`config.mk`:
```
export PLATFORM = sky130hd
export DESIGN_NAME = sar_search
export DESIGN_NICKNAME = d
export VERILOG_FILES = /design/src/rtl/sar_search.sv
export SDC_FILE = /design/constraint.sdc
export NUM_CORES = 1
export LEC_CHECK = 0
export CAP_MARGIN = 5
export CORE_MARGIN = 1
export CORE_UTILIZATION = 55
export CTS_CLUSTER_DIAMETER = 120
export CTS_CLUSTER_SIZE = 20
export DETAILED_ROUTE_END_ITERATION = 8
export PLACE_DENSITY_LB_ADDON = 0.08
export SLEW_MARGIN = 30
export SYNTH_ARGS = -nofsm -noshare
export SYNTH_HDL_FRONTEND = slang
export SYNTH_SLANG_ARGS = --single-unit
```
`constraint.sdc`:
```
create_clock -name clk -period 4.08 [get_ports clk]
set_input_delay 0.816 -clock clk [delete_from_list [all_inputs] [get_ports clk]]
set_output_delay 0.816 -clock clk [all_outputs]
set_load 0.05 [all_outputs]
```
`src/rtl/sar_search.sv`:
```
// sar_search -- successive-approximation search controller.
//
// Drives the b operand of a combinational magnitude comparator and resolves
// the unknown value on the comparator's a input. Bits are decided MSB-first,
// one comparison per clock. An aeb flag ends the search early.
//
// Ports
//   clk, rst          rising-edge clock; asynchronous active-high reset
//   start             request a search (accepted only while idle)
//   agb, alb, aeb     comparator flags for the current trial (a>b, a<b, a==b)
//   trial  [N-1:0]    registered value presented to the comparator's b input
//   busy              high while a search is in progress
//   done              one-cycle pulse on the cycle the result becomes valid
//   result [N-1:0]    resolved value, held until the next accepted start
//   err               flags were not consistent; held with result
//   steps  [SW-1:0]   comparisons used by the last search; held with result
module sar_search #(
   parameter int N  = 32,
   parameter int SW = $clog2(N+1)
) (
   input  logic          clk,
   input  logic          rst,
   input  logic          start,
   input  logic          agb,
   input  logic          alb,
   input  logic          aeb,
   output logic [N-1:0]  trial,
   output logic          busy,
   output logic          done,
   output logic [N-1:0]  result,
   output logic          err,
   output logic [SW-1:0] steps
);

   localparam int IW = $clog2(N);

   localparam logic [0:0] IDLE   = 1'b0;
   localparam logic [0:0] SEARCH = 1'b1;

   localparam logic [N-1:0] ONE = N'(1);
   localparam logic [N-1:0] MSB = {1'b1, {(N-1){1'b0}}};

   logic [0:0]    state_q, state_d;
   logic [IW-1:0] i_q, i_d;
   logic [N-1:0]  acc_q, acc_d;
   logic [N-1:0]  trial_q, trial_d;
   logic [N-1:0]  result_q, result_d;
   logic          err_q, err_d;
   logic [SW-1:0] steps_q, steps_d;
   logic          done_q, done_d;
   logic          flags_ok;

   // Exactly one flag must be high for a consistent comparator answer.
   always_comb begin
      case ({agb, alb, aeb})
         3'b100, 3'b010, 3'b001: flags_ok = 1'b1;
         default:                flags_ok = 1'b0;
      endcase
   end

   always_comb begin
      state_d  = state_q;
      i_d      = i_q;
      acc_d    = acc_q;
      trial_d  = trial_q;
      result_d = result_q;
      err_d    = err_q;
      steps_d  = steps_q;
      done_d   = 1'b0;

      case (state_q)
         IDLE: begin
            if (start) begin
               state_d  = SEARCH;
               i_d      = IW'(N-1);
               acc_d    = '0;
               trial_d  = MSB;
               steps_d  = '0;
               err_d    = 1'b0;
               result_d = '0;
            end
         end

         SEARCH: begin
            steps_d = steps_q + SW'(1);
            if (!flags_ok) begin
               err_d    = 1'b1;
               result_d = acc_q;
               done_d   = 1'b1;
               state_d  = IDLE;
            end else if (aeb) begin
               result_d = trial_q;
               done_d   = 1'b1;
               state_d  = IDLE;
            end else if (agb && (i_q == '0)) begin
               // a above a trial whose LSB is already set cannot happen if the
               // comparator is consistent; report what was being tried.
               err_d    = 1'b1;
               result_d = trial_q;
               done_d   = 1'b1;
               state_d  = IDLE;
            end else begin
               if (agb) acc_d = trial_q;
               if (i_q == '0) begin
                  result_d = acc_d;
                  done_d   = 1'b1;
                  state_d  = IDLE;
               end else begin
                  // Next trial builds on the just-updated accumulator.
                  i_d     = i_q - IW'(1);
                  trial_d = acc_d | (ONE << (i_q - IW'(1)));
               end
            end
         end

         default: state_d = IDLE;
      endcase
   end

   always_ff @(posedge clk or posedge rst) begin
      if (rst) begin
         state_q  <= IDLE;
         i_q      <= '0;
         acc_q    <= '0;
         trial_q  <= '0;
         result_q <= '0;
         err_q    <= 1'b0;
         steps_q  <= '0;
         done_q   <= 1'b0;
      end else begin
         state_q  <= state_d;
         i_q      <= i_d;
         acc_q    <= acc_d;
         trial_q  <= trial_d;
         result_q <= result_d;
         err_q    <= err_d;
         steps_q  <= steps_d;
         done_q   <= done_d;
      end
   end

   assign trial  = trial_q;
   assign busy   = (state_q == SEARCH);
   assign done   = done_q;
   assign result = result_q;
   assign err    = err_q;
   assign steps  = steps_q;

endmodule

```
==> out/qor.yml, run 1 <==
areaGrowthSynthToFinish_pct: 20.07
dieArea_um2: 10330
crit_chain: "clkdlybuf4s50_1 > xor2_1 > a41o_2 > buf_12 > nand2_1 > o31ai_2"
seqPwrFrac_pct: 49.7
grt_pass1_vias: 4234
syn_avg_cell_area_um2: 9.964
multi_input_area_um2: 2489
seq_area_um2: 2753
max-cap-violations: 0
num_io_pins: 79
switching_share_pct: 34.98
grt_pass1_wl_um: 21860
critPathCaptureType: "register"
cpLargestDelayFamily: "buffers and inverters"
critPathArrivalTime_ps: 3140
die_h_um: 101.6
synth_edf_count: 0
slowest_delay_ps: 720
final_area_um2: 6556
start_util_pct: 57.99
synth.area.top_cells: "dfrtp_1 50%, nand2_1 7.9%, o31ai_2 6.4%"
post_cts_buffers: 0
status: "finished, final reports clean"
power_frac_clock_pct: 26.7
synth_top_area_share_pct: 50.41
fmax_ghz: 0.3471
slew_headroom_pct: 44.74
hp-class: "reg -> reg"
critPathRequiredTime_ps: 4340
post-route-period-util_pct: 70.61
utilization_pct: 69.63
synth_seq_cells: 110
drt-met1-wl_um: 5903
port_buffers: 78
drc: 0
p_int_mw: 1.602
grt-ovfl-total: 0
post_cts_resized: 0
clk_latency_ps: 360
clockBufferDepth: 2
wl_per_cell_um: 17.93
place_hpwl_um: 9080
p_per_area_nw_per_um2: 375.8
numCtsBuffers: 9
cts.clk_slew.worst_paths_ps: 110
vias: 4428
synth_area_leader_cell: "dfrtp_1"
power.switching_mw: 0.8618
setup_viol: 0
worstMarginPinSlew_ps: 817.4
die_x_um: 101.6
skew_ps: 16.04
gp_congestion: 0.8460
synth_commonest_cells: "115 x nand2_1, 110 x dfrtp_1, 34 x mux2i_1"
drtIter0Drc: 248
tns_ps: 0
clockRootBuffer: "clkbuf_8"
ys.flop_type: "dfrtp_1"
layout-drive-gt1-share_pct: 11.27
cp_max_fo: 40
p_total_mw: 2.464
fin_crit_ps: 2881
peakVddDrop_mv: 0.2096
postSynthCellCount: 548
async_flop_share_pct: 100.0
postSynthNetCount: 561
seq_area_frac_synth_pct: 50.41
leakage_nw: 2.752
synth_area_um2: 5460
place_area_um2: 6335
diodes: 0
num_rows: 35
core-area_um2: 9415
top_layer: "met4"
fillers: 745
grt_use_total_pct: 27.40
cts_hold_buf: 0
slew_violations: 0
synthDistinctLibCells: 50
drt_first_pass_iters: 5
rsz0062_at_grt: "false"
final_hold_viol_count: 0
yosysWarnings: 0
yosysMostFrequentCell: "nand2_1"
via_per_inst: 5.976
path_buf_inv: 2
cts_htree_levels: 3
clock-sinks: 110
cts_tree: "done"
met2_length_um: 6569
route.met3.wl_um: 622
pwr-share-comb_pct: 23.7
critPathSlowestCell: "clkdlybuf4s50_1"
grt_max_degree: 68
wl_um: 13290
start_kind: "input port"
fin_nets: 620
ant_nets: 0
path_class: "in -> reg"
antenna_found_initial: 0
==> per-layer routing <==
metal / GRT usage [%] / vias to the layer above
met5: 0 / -
met4: 8.473 / 0
met3: 3.175 / 15
met2: 44.39 / 147
met1: 38.78 / 2186
li1: - / 2080
==> power by group through the flow <==
stage | combinational, mW | clock [mW] | sequential [mW]
after global placement | 0.568 | 0 | 1.24
final | 0.583 | 0.657 | 1.22
after detailed placement | 0.580 | 0 | 1.24
after floorplan | 0.283 | 0 | 1.36
after global routing | 0.624 | 0.705 | 1.24
after CTS | 0.581 | 0.669 | 1.22
==> cell families after synthesis <==
logic type                 after synthesis  synth area share, %
buffers and inverters                   52                4.583
and+or+nand+nor                        192                16.11
AOI/OAI and AO/OA                      148                20.26
xor gates and xnor gates                 5               0.8022
muxes                                   34                6.233
adders and majority gates                7                1.604
DFF                                    110                50.41
==> stage by stage <==
step | setup slack [ps] | instances | hold slack (ps)
CTS | 1235 | 740 | 490.4
global route | 1031 | 741 | 506.3
floorplan | 361.7 | 548 | 483.3
global placement | 983.7 | 724 | 466.7
finish | 1199 | 741 | 491.0
detailed placement | 881.0 | 724 | 469.8
==> registers in the layout, indices dropped and copies added (netlist names) <==
name,count
steps,6
result,32
err,1
i_q,5
busy,1
done,1
acc_q,32
trial,32
==> final timing paths <==
path	from	endpoint	slack [ps]	cells past startpoint
max in group asynchronous	rst	trial[10]	2320	3
hold reg to reg	steps[5]	steps[5]	490	1
setup reg to reg	i_q[0]	result[4]	1420	6
hold / removal	steps[5]	steps[5]	490	1
min in group asynchronous	rst	result[1]	970	2
setup / recovery	agb	result[11]	1200	6
==> placed cells by master (no fill, tap or decap), types with 9 or more instances in the layout <==
cell,n
nand2_1,115
dfrtp_1,110
clkdlybuf4s50_1,78
mux2i_1,34
o21ai_0,30
o31ai_2,28
o21ai_1,18
a21oi_1,18
nand3_1,16
nor2_1,14
clkbuf_8,12
o22ai_1,11
a211oi_1,11
nor3_1,10
buf_4,9
==> final cells by class <==
| class | instances | area share [%] |
|---|---|---|
| Sequential cell | 110 | 41.98 |
| Multi-Input combinational cell | 386 | 37.96 |
| Timing Repair Buffer | 90 | 13.85 |
| Clock buffer | 12 | 2.519 |
| Tap cell | 129 | 2.462 |
| Inverter | 10 | 0.6489 |
| Clock inverter | 4 | 0.5725 |
(Power assumes the default switching activity.)
==> inputs of run 2 (changes only) <==
==> constraint.sdc (replaced) <==
create_clock -name clk -period 2.81 [get_ports clk]
set_input_delay 0.562 -clock clk [delete_from_list [all_inputs] [get_ports clk]]
set_output_delay 0.562 -clock clk [all_outputs]
set_load 0.05 [all_outputs]
==> out/qor.yml, run 2 (synthesized netlist as in run 1, its figures left out) <==
max-cap-violations: 0  # unchanged
gr-usage-met3_pct: 3.934  # +0.76 points
grt_use_total_pct: 27.56  # +0.16 points
num_io_pins: 79  # unchanged
fin_crit_ps: 2553
critPathRequiredTime_ps: 2250  # -2090 ps
crit_chain: "clkdlybuf4s50_1"
final_cell_mix: "115 x nand2_1, 110 x dfrtp_1, 78 x clkdlybuf4s50_1"
slew_violations: 0  # unchanged
peakVddDrop_mv: 0.3694  # +76%
clock-sinks: 110  # unchanged
grt_use_met2_pct: 44.85  # +0.47 points
grt-ovfl-total: 0  # unchanged
post-route-period-util_pct: 90.86
slew_headroom_pct: 53.23  # +8.5 points
drtIter0Drc: 332  # +34%
final_common_cell: "nand2_1"
final_hold_viol_count: 0  # unchanged
post_cts_buffers: 0  # unchanged
die_x_um: 101.6  # unchanged
wl_per_cell_um: 18.02  # +0.53%
numCtsBuffers: 9  # unchanged
cts_hold_buf: 0  # unchanged
clockBufferDepth: 2  # unchanged
path_class: "reg -> out"
clockRootBuffer: "clkbuf_8"
antenna_found_initial: 0  # unchanged
fin_nets: 625  # +0.81%
grt_most_used_layer: "met2"
port_buffers: 78  # unchanged
fin_cells: 746  # +0.67%
dp_cells: 730  # +0.83%
critPathCaptureType: "primary output"
cts_tree: "done"
areaGrowthSynthToFinish_pct: 20.81
start_util_pct: 57.99  # unchanged
vias: 4433  # +0.11%
gp_congestion: 0.8765  # +3.6%
drc: 0  # unchanged
skew_ps: 16.19  # +0.1459 ps
place_hpwl_um: 9052  # -0.31%
fmax_ghz: 0.3917
gr-usage-met1_pct: 38.62  # -0.16 points
grt_pass1_vias: 4165  # -1.6%
critPathSlowestCell: "clkdlybuf4s50_1"
place_area_um2: 6404  # +1.1%
layout-drive-gt1-share_pct: 11.83  # +0.56 points
via_per_inst: 5.942  # -0.56%
setup_slack_ps: 256.7  # -942.3 ps
post_cts_resized: 0  # unchanged
core-area_um2: 9415  # unchanged
cts.clk_slew.worst_paths_ps: 110  # about the same
p_per_area_nw_per_um2: 546.2  # +45%
utilization_pct: 70.06  # +0.43 points
clk_latency_ps: 380  # +20 ps
critPathArrivalTime_ps: 1990  # -1150 ps
tns_ps: 0  # unchanged
final_area_um2: 6596  # +0.61%
dp_slack_ps: 226.0  # -655.0 ps
dieArea_um2: 10330  # unchanged
rsz0062_at_grt: "false"
leakage_nw: 2.767  # +0.56%
die_h_um: 101.6  # unchanged
wl_um: 13450  # +1.2%
path_buf_inv: 1  # -1
worstMarginPinSlew_ps: 701.6  # -115.8 ps
hp-class: "reg -> reg"
cpLargestDelayFamily: "buffers and inverters"
status: "finished, final reports clean"
diodes: 0  # unchanged
cts_htree_levels: 3  # unchanged
grt_max_degree: 111  # +63%
cp_max_fo: 17  # -57%
slowest_delay_ps: 920  # +200 ps
grt_pass1_wl_um: 21690  # -0.76%
setup_viol: 0  # unchanged
start_kind: "register"
num_rows: 35  # unchanged
ant_nets: 0  # unchanged
drt_first_pass_iters: 5  # unchanged
[run 2: cell types whose count changed in the layout (fill, tap and decap cells not counted), moves of 2 or more]
cell / previous run / this run
buf_4: 9 / 12
buf_12: 3 / 5
clkinvlp_4: 0 / 2
inv_4: 2 / 0
[run 2: per-layer routing]
| metal | up-vias | wire, µm |
|---|---|---|
| met5 | - | 0 |
| met4 | 0 | 140 |
| met3 | 12 | 615 |
| met2 | 136 | 6577 |
| met1 | 2194 | 6113 |
| li1 | 2091 | - |
[run 2: metrics by stage]
stage          power, mW  hold WS, ps
2_1_floorplan      2.388        483.3
3_3_place_gp       2.670        461.9
3_5_place_dp       2.687        466.0
4_1_cts            3.617        491.2
5_1_grt            3.748        509.3
6_report           3.603        488.4
[run 2: path summary, 6_finish.rpt]
check	startpoint	to	slack [ps]	cells past startpoint
max	busy	busy	260	1
min	result[28]	result[28]	490	2
max reg2reg	i_q[0]	trial[12]	480	7
min reg2reg	result[28]	result[28]	490	2
max in group asynchronous	rst	i_q[1]	1680	3
min in group asynchronous	rst	result[0]	710	3
[run 2: tightest hold or removal path, stage by stage, from the launching register on]
cell and delay (ps):
dfrtp_1 360, nand2_1 50, o31ai_1 50
[run 2: power breakdown]
group / internal, mW / switching [mW]
clock network: 0.380 / 0.565
logic: 0.279 / 0.597
registers: 1.66 / 0.120
total: 2.32 / 1.28
[run 2: final cells by class]
class | instances | area, µm²
Tap cell | 129 | 161.4
Multi-Input combinational cell | 386 | 2477
Clock buffer | 11 | 151.4
Clock inverter | 5 | 41.29
Timing Repair Buffer | 95 | 970.9
Sequential cell | 110 | 2753
Fill cell | 759 | 2819
Inverter | 10 | 41.29
